File: src/rtl/pipe_ctrl_pkg.sv
// Shared types and widths for the pipeline sequencer and its hazard comparator.
package pipe_ctrl_pkg;

    localparam int REG_W_DEF   = 3;
    localparam int STALL_CNT_W = 16;
    localparam int LAT_CNT_W   = 4;

    typedef enum logic [1:0] {
        RUN       = 2'd0,
        LOAD_WAIT = 2'd1,
        HALT      = 2'd2
    } pc_state_t;

endpackage

File: src/rtl/pipe_ctrl_hazard_detect.sv
// Load-use register-match comparator; kept standalone so forwarding logic can reuse it.
module hazard_detect
    import pipe_ctrl_pkg::*;
#(
    parameter int REG_W = REG_W_DEF
) (
    input  logic [REG_W-1:0] i_src1,
    input  logic [REG_W-1:0] i_src2,
    input  logic             i_use1,
    input  logic             i_use2,
    input  logic             i_is_load,
    input  logic [REG_W-1:0] i_rd,
    output logic             o_haz
);

    logic w_match1;
    logic w_match2;

    // Register 0 is an ordinary register here, so no zero-index exclusion.
    assign w_match1 = i_use1 && (i_src1 == i_rd);
    assign w_match2 = i_use2 && (i_src2 == i_rd);
    assign o_haz    = i_is_load && (w_match1 || w_match2);

endmodule

File: src/rtl/pipe_ctrl.sv
// Pipeline sequencer: load-use stalls, jump redirect, HALT/resume and a
// saturating stall-cycle counter for the fetch/decode/execute core.
//
// state     | meaning
// ----------+----------------------------------------------------------
// RUN       | normal issue; jump > hazard > halt priority
// LOAD_WAIT | holding decode until the load result is available
// HALT      | frozen until a resume pulse
module pipe_ctrl
    import pipe_ctrl_pkg::*;
#(
    parameter int A_SIZE  = 10,
    parameter int REG_W   = REG_W_DEF,
    parameter int MEM_LAT = 2
) (
    input  logic                   clk,
    input  logic                   reset,
    input  logic [REG_W-1:0]       dec_src1,
    input  logic [REG_W-1:0]       dec_src2,
    input  logic                   dec_use1,
    input  logic                   dec_use2,
    input  logic                   dec_halt,
    input  logic                   ex_is_load,
    input  logic [REG_W-1:0]       ex_rd,
    input  logic                   jmp_taken,
    input  logic [A_SIZE-1:0]      jmp_target,
    input  logic                   resume,
    output logic                   stall,
    output logic                   load_pc_flag,
    output logic [A_SIZE-1:0]      load_pc,
    output logic                   bubble,
    output logic                   halted,
    output logic [STALL_CNT_W-1:0] perf_stall_cnt
);

    localparam logic [LAT_CNT_W-1:0] LAT_LOAD  = LAT_CNT_W'(MEM_LAT - 1);
    localparam bit                   LAT_MULTI = (MEM_LAT > 1);

    pc_state_t              r_state;
    pc_state_t              w_state_nxt;
    logic [LAT_CNT_W-1:0]   r_lat_cnt;
    logic [LAT_CNT_W-1:0]   w_lat_cnt_nxt;
    logic                   r_halted;
    logic [STALL_CNT_W-1:0] r_perf_cnt;
    logic                   w_haz;
    logic                   w_stall;
    logic                   w_flag;
    logic                   w_bubble;

    hazard_detect #(
        .REG_W (REG_W)
    ) u_hazard_detect (
        .i_src1    (dec_src1),
        .i_src2    (dec_src2),
        .i_use1    (dec_use1),
        .i_use2    (dec_use2),
        .i_is_load (ex_is_load),
        .i_rd      (ex_rd),
        .o_haz     (w_haz)
    );

    always_comb begin
        w_state_nxt   = r_state;
        w_lat_cnt_nxt = r_lat_cnt;
        w_stall       = 1'b0;
        w_flag        = 1'b0;
        w_bubble      = 1'b0;
        case (r_state)
            RUN: begin
                // A taken jump squashes the younger instruction, so its hazard or halt is moot.
                if (jmp_taken) begin
                    w_flag   = 1'b1;
                    w_bubble = 1'b1;
                end else if (w_haz) begin
                    w_stall       = 1'b1;
                    w_bubble      = 1'b1;
                    w_lat_cnt_nxt = LAT_LOAD;
                    w_state_nxt   = LAT_MULTI ? LOAD_WAIT : RUN;
                end else if (dec_halt) begin
                    w_stall     = 1'b1;
                    w_bubble    = 1'b1;
                    w_state_nxt = HALT;
                end
            end
            LOAD_WAIT: begin
                if (jmp_taken) begin
                    w_flag        = 1'b1;
                    w_bubble      = 1'b1;
                    w_lat_cnt_nxt = '0;
                    w_state_nxt   = RUN;
                end else begin
                    w_stall       = 1'b1;
                    w_bubble      = 1'b1;
                    w_lat_cnt_nxt = r_lat_cnt - 1'b1;
                    if (r_lat_cnt <= LAT_CNT_W'(1)) begin
                        w_state_nxt = RUN;
                    end
                end
            end
            HALT: begin
                w_stall  = 1'b1;
                w_bubble = 1'b1;
                if (resume) begin
                    w_state_nxt = RUN;
                end
            end
            default: begin
                w_state_nxt   = RUN;
                w_lat_cnt_nxt = '0;
            end
        endcase
    end

    always_ff @(posedge clk or negedge reset) begin
        if (!reset) begin
            r_state    <= RUN;
            r_lat_cnt  <= '0;
            r_halted   <= 1'b0;
            r_perf_cnt <= '0;
        end else begin
            r_state   <= w_state_nxt;
            r_lat_cnt <= w_lat_cnt_nxt;
            r_halted  <= (w_state_nxt == HALT);
            if (w_stall && (r_perf_cnt != {STALL_CNT_W{1'b1}})) begin
                r_perf_cnt <= r_perf_cnt + 1'b1;
            end
        end
    end

    // Fetch/decode must see idle controls the moment reset asserts.
    assign stall          = reset && w_stall;
    assign load_pc_flag   = reset && w_flag;
    assign bubble         = reset && w_bubble;
    assign load_pc        = load_pc_flag ? jmp_target : '0;
    assign halted         = r_halted;
    assign perf_stall_cnt = r_perf_cnt;

endmodule
File: config.mk
export PLATFORM = sky130hd
export DESIGN_NAME = pipe_ctrl
export DESIGN_NICKNAME = d
export VERILOG_FILES = /design/src/rtl/pipe_ctrl_pkg.sv /design/src/rtl/pipe_ctrl_hazard_detect.sv /design/src/rtl/pipe_ctrl.sv
export SDC_FILE = /design/constraint.sdc
export NUM_CORES = 1
export LEC_CHECK = 0
export CORE_AREA = 2 2 64 66
export CTS_CLUSTER_DIAMETER = 150
export DETAILED_ROUTE_END_ITERATION = 7
export DIE_AREA = 0 0 66 68
export PLACE_DENSITY = 0.74
export RECOVER_POWER = 25
export SLEW_MARGIN = 10
export SYNTH_ARGS = -nofsm -noshare
export SYNTH_HDL_FRONTEND = slang
export SYNTH_HIERARCHICAL = 1
export SYNTH_SLANG_ARGS = --single-unit
File: constraint.sdc
create_clock -name clk -period 1.82 [get_ports clk]
set_input_delay 0.364 -clock clk [delete_from_list [all_inputs] [get_ports clk]]
set_output_delay 0.364 -clock clk [all_outputs]
set_load 0.01 [all_outputs]
# Yosys cells after proc, flatten, opt, wreduce, memory -nomap -nowiden
# Cells that the tools add are included.
# Widths: inputs -> output; s select.
# classes
add_sub_neg	2
magnitude_cmp	1
n_eq_ne	8
muxes	21
n_bitwise	1
reduce_logical	12
# op_table
cell	n
$add 16x1->16 const B	1
$ne 16x16->1 const B	1
$mux 2	6
$mux 4	3
$pmux 4 s3	1
$mux 10	1
$logic_and 1x1->1	7
$mux 1	7
$eq 3x3->1	2
$pmux 2 s3	1
$eq 2x2->1 const B	2
$le 4x1->1 const B	1
$reduce_or 2->1	2
$sub 4x1->4 const B	1
$pmux 1 s3	1
$reduce_and 3->1	1
$eq 2x1->1 const B	1
$logic_not 2->1	1
$ne 2x1->1 const B	1
$ne 2x2->1 const B	1
$pmux 1 s2	1
$logic_or 1x1->1	1
$not 1->1	1
# word_totals
regBits	23
inputBits	27
out_inout_bits	30

# Longest topological paths before layout
# depth
ltp_word	8
mapped_depth	9
mapped_depth_nobuf	8

# By module
# Netlist, hierarchy kept.
# modules_own_cells
module	n_inst	cells_per_inst	area_per_inst_um2	seq_area_each_um2
pipe_ctrl	1	140	1355.0	575.6
hazard_detect	1	9	72.6	0.0

# Worst setup path after synthesis
# OpenSTA, ideal clock, no wires.
# synth_timing
path_type	input -> register
start	in ex_rd[0]
end	reg r_perf_cnt[15] (netlist: perf_stall_cnt[15])
t_arrival_ns	2.026
required_time_ns	1.695
setup_slack_ns	-0.331
stages	9
path_buffers	1
path_cell_list	xnor2_1 > nand4_1 > a21boi_1 > o21ai_1 > a221oi_4 > and3_1 > buf_4 > nand3_2 > mux2_4
# synth_via
elab_chain_cells	8
word_cells_on_any_way	10
# synth_rtl
item	line	source
start, declared	pipe_ctrl.sv:24	input logic [REG_W-1:0] ex_rd,
$eq 3x3->1, on equally long branches	pipe_ctrl_hazard_detect.sv:20, pipe_ctrl_hazard_detect.sv:21	
$logic_and 1x1->1, on equally long branches	pipe_ctrl_hazard_detect.sv:20, pipe_ctrl_hazard_detect.sv:21	
$logic_or 1x1->1 *	pipe_ctrl_hazard_detect.sv:22	assign o_haz = i_is_load && (w_match1 || w_match2);
$logic_and 1x1->1 *	pipe_ctrl_hazard_detect.sv:22	
via w_haz	pipe_ctrl.sv:45	logic w_haz;
$mux 1 *	pipe_ctrl.sv:74	end else if (w_haz) begin
$mux 1 *	pipe_ctrl.sv:71	if (jmp_taken) begin
$pmux 1 s3 *	pipe_ctrl.sv:68	case (r_state)
$logic_and 1x1->1 *	pipe_ctrl.sv:124	if (w_stall && (r_perf_cnt != {STALL_CNT_W{1'b1}})) begin
end signal, assigned	pipe_ctrl.sv:125	r_perf_cnt <= r_perf_cnt + 1'b1;
end, declared	pipe_ctrl.sv:44	logic [STALL_CNT_W-1:0] r_perf_cnt;
# The timed path passes the listed nets; every way through them passes the cells marked *.
# A chain may end at the register's enable or synchronous reset.

# Final worst setup path
# layout_timing
start	in dec_src1[0]
end	out stall
# layout_via
elab_chain_cells	8
# layout_rtl
item	line	source
start, declared	pipe_ctrl.sv:18	input logic [REG_W-1:0] dec_src1,
$eq 3x3->1	pipe_ctrl_hazard_detect.sv:20	assign w_match1 = i_use1 && (i_src1 == i_rd);
$logic_and 1x1->1	pipe_ctrl_hazard_detect.sv:20	
$logic_or 1x1->1	pipe_ctrl_hazard_detect.sv:22	
$logic_and 1x1->1	pipe_ctrl_hazard_detect.sv:22	
via w_haz	pipe_ctrl.sv:45	
$mux 1	pipe_ctrl.sv:74	
$mux 1	pipe_ctrl.sv:71	
$pmux 1 s3	pipe_ctrl.sv:68	
$logic_and 1x1->1	pipe_ctrl.sv:131	assign stall = reset && w_stall;
end, declared	pipe_ctrl.sv:28	output logic stall,
# The timed path passes the listed nets, and every way through them passes these cells.

==> flow_summary.ini <==
[drt]
wirelength_mm = 4.32
final_antenna_net_count = 0
dr.pass1.iters = 6
drt_iter0_markers = 65
via_count = 1487
wl_per_cell_um = 14.8
route.detailed.drc = 0
viasPerCell = 5.08

[cts]
clock_latency_ns = 0.27
cts_htree_levels = 1
cts_tree = yes
cts_sinks = 23
cts_inserted_buffers = 3
cts.path.max_buffers = 2
clkTransAtPathRegs_ns = 0.08
clock-root-buffer = clkbuf_8
cts_hold_buf = 0

[layout]
fin_nets = 278
mostFrequentLayoutCell = clkdlybuf4s50_1
finalInstanceArea_um2 = 2540
final_cell_mix = 28 x clkdlybuf4s50_1, 25 x buf_4, 23 x dfrtp_1
syn2layout_area_growth_pct = 77.9
diodes = 0
drive_gt1_share_pct = 39.5

[grt]
grt_usage_pct = 18.3
grt.overflow.total = 0
antenna_found_initial = 0
grt_pass1_wl_mm = 6.35
grt_start_max_net_pins = 14
grt_pass1_vias = 1412

[run]
drv_cap = 0

[floorplan]
io_pins = 57
die_h_um = 68
coreArea_um2 = 3860
start_util_pct = 37.0
dieArea_um2 = 4490
row_count = 23
die_w_um = 66

[sta]
final.setup.worst_slack_ns = -0.245
worst_pin_slew_ns = 0.740
tns_ns = -2.67
clock_skew_ns = 0.00587
rsz0062_at_grt = true
fin_crit_ns = 2.07
finalSetupViolCount = 26
maxSlewHeadroom_pct = 50.7
drv_slew = 0
finalHoldViolCount = 0
max_freq_mhz = 484
timing.final.crit_share_pct = 113

[synthesis]
ys_types = 36
avgSynthCellArea_um2 = 9.58
synth_area_leaders = dfrtp_1 40%, xnor2_1 9.2%, ha_1 6.1%
yosys_register_bits = 23
syn_nets = 183
yosysWarnings = 6
synth_top_area_cell = dfrtp_1
syn_inst = 149
synth_seq_area_share_pct = 40.3
synthesis.area_um2 = 1430
synth_top_cell_area_share_pct = 40.3

[worst_setup_path]
rr_worst_depth = 8
crit_required_ns = 1.46
critPathKind = in2out
cp.arrival_ns = 1.70
worstPathMaxFanout = 4
end_kind = output pin
start_kind = input port

[placed_design]
io_buffers = 56
dpl_cell_area_um2 = 2250
gp_congestion = 0.793
hpwl_mm = 2.85

[min_path]
hp-class = reg2reg
hold_path_depth = 1

[power]
ir_drop_uv = 738
p_leak_nw = 1.14
p_per_area_nw_per_um2 = 1050

[status]
violations = setup timing
status = complete, but fails checks
==> worst paths after layout <==
check	slack, ns	endpoint	from
min	0.49	perf_stall_cnt[9]	perf_stall_cnt[9]
min in group asynchronous	0.94	r_state[0]	reset
max	-0.25	stall	dec_src1[0]
max in group asynchronous	0.32	perf_stall_cnt[13]	reset
min reg2reg	0.49	perf_stall_cnt[9]	perf_stall_cnt[9]
max reg2reg	-0.16	perf_stall_cnt[15]	r_state[0]
==> Yosys cell counts, drive strengths merged <==
master,number
nand2b,2
a221oi,2
o22ai,1
nand2,9
nor3b,3
buf,1
mux2,2
nor3,2
and2,12
nor2,9
ha,7
a22o,1
dfrtp,23
a21o,1
clkbuf,2
a211oi,2
nand3,10
o211a,1
xnor2,15
o21ai,6
nand4,6
inv,6
or3,3
a21boi,2
and3,6
a21oi,10
nand4bb,1
nor4,1
xor2,3
==> area by class of cell <==
class / count / area [um^2]
Fill cell: 308 / 1320
Inverter: 6 / 22.5
Sequential cell: 23 / 576
Multi-Input combinational cell: 118 / 1050
Tap cell: 50 / 62.6
Clock buffer: 4 / 45.0
Timing Repair Buffer: 92 / 783
==> routing by layer <==
metal	GRT usage [%]	share of wire (%)	vias to the layer above
li1	-	-	720
met1	21.5	41	723
met2	34.6	55	37
met3	3.13	3.0	7
met4	4.59	0.95	0
met5	0	0	-
==> worst max-delay path, cell delays in order <==
cell      delay, ns
buf_6          0.09
xnor2_2        0.15
nand4_1        0.17
a21boi_4       0.24
o21ai_2        0.09
a221oi_4       0.26
and2_1         0.19
buf_2          0.14
==> state kept, by name (all words and copies together) (netlist names) <==
| name | flops |
|---|---|
| r_lat_cnt | 4 |
| halted | 1 |
| r_state | 2 |
| perf_stall_cnt | 16 |
==> through the flow <==
stage | worst slack (ns) | util [%] | std cells | hold WS [ns] | power, mW
after floorplan | -0.209 | - | 149 | 0.0684 | 1.32
after global placement | -0.942 | 58.4 | 278 | 0.480 | 1.91
after detailed placement | -0.982 | 58.4 | 278 | 0.478 | 1.93
after CTS | -0.188 | 62.6 | 288 | 0.496 | 2.43
after global routing | -0.292 | 65.9 | 293 | 0.531 | 2.83
final | -0.245 | 65.9 | 293 | 0.488 | 2.66
==> cell families (layout without fill, tap and decap cells) <==
family | after synthesis | in the layout | synth area share [%]
AOI/OAI and AO/OA | 26 | 27 | 12.4
adders and majority gates | 7 | 7 | 6.13
DFF | 23 | 23 | 40.3
and+or+nand+nor | 64 | 64 | 25.6
muxes | 2 | 2 | 1.84
xor gates and xnor gates | 18 | 18 | 11.0
buffers and inverters | 9 | 102 | 2.63
==> where the power goes <==
group,internal (mW),switching [mW],total (mW)
Sequential,0.629,0.137,0.766
Clock,0.156,0.162,0.318
Combinational,0.905,0.671,1.58
Total,1.69,0.969,2.66
==> timing repair <==
action	CTS	global route
setup buffers	5	6
resized for setup	129	19
cloned	1	0
pin swaps	23	18
hold endpoints to repair	0	0
endpoints found under the setup margin	34	30
Power figures use the tool's default switching activity.
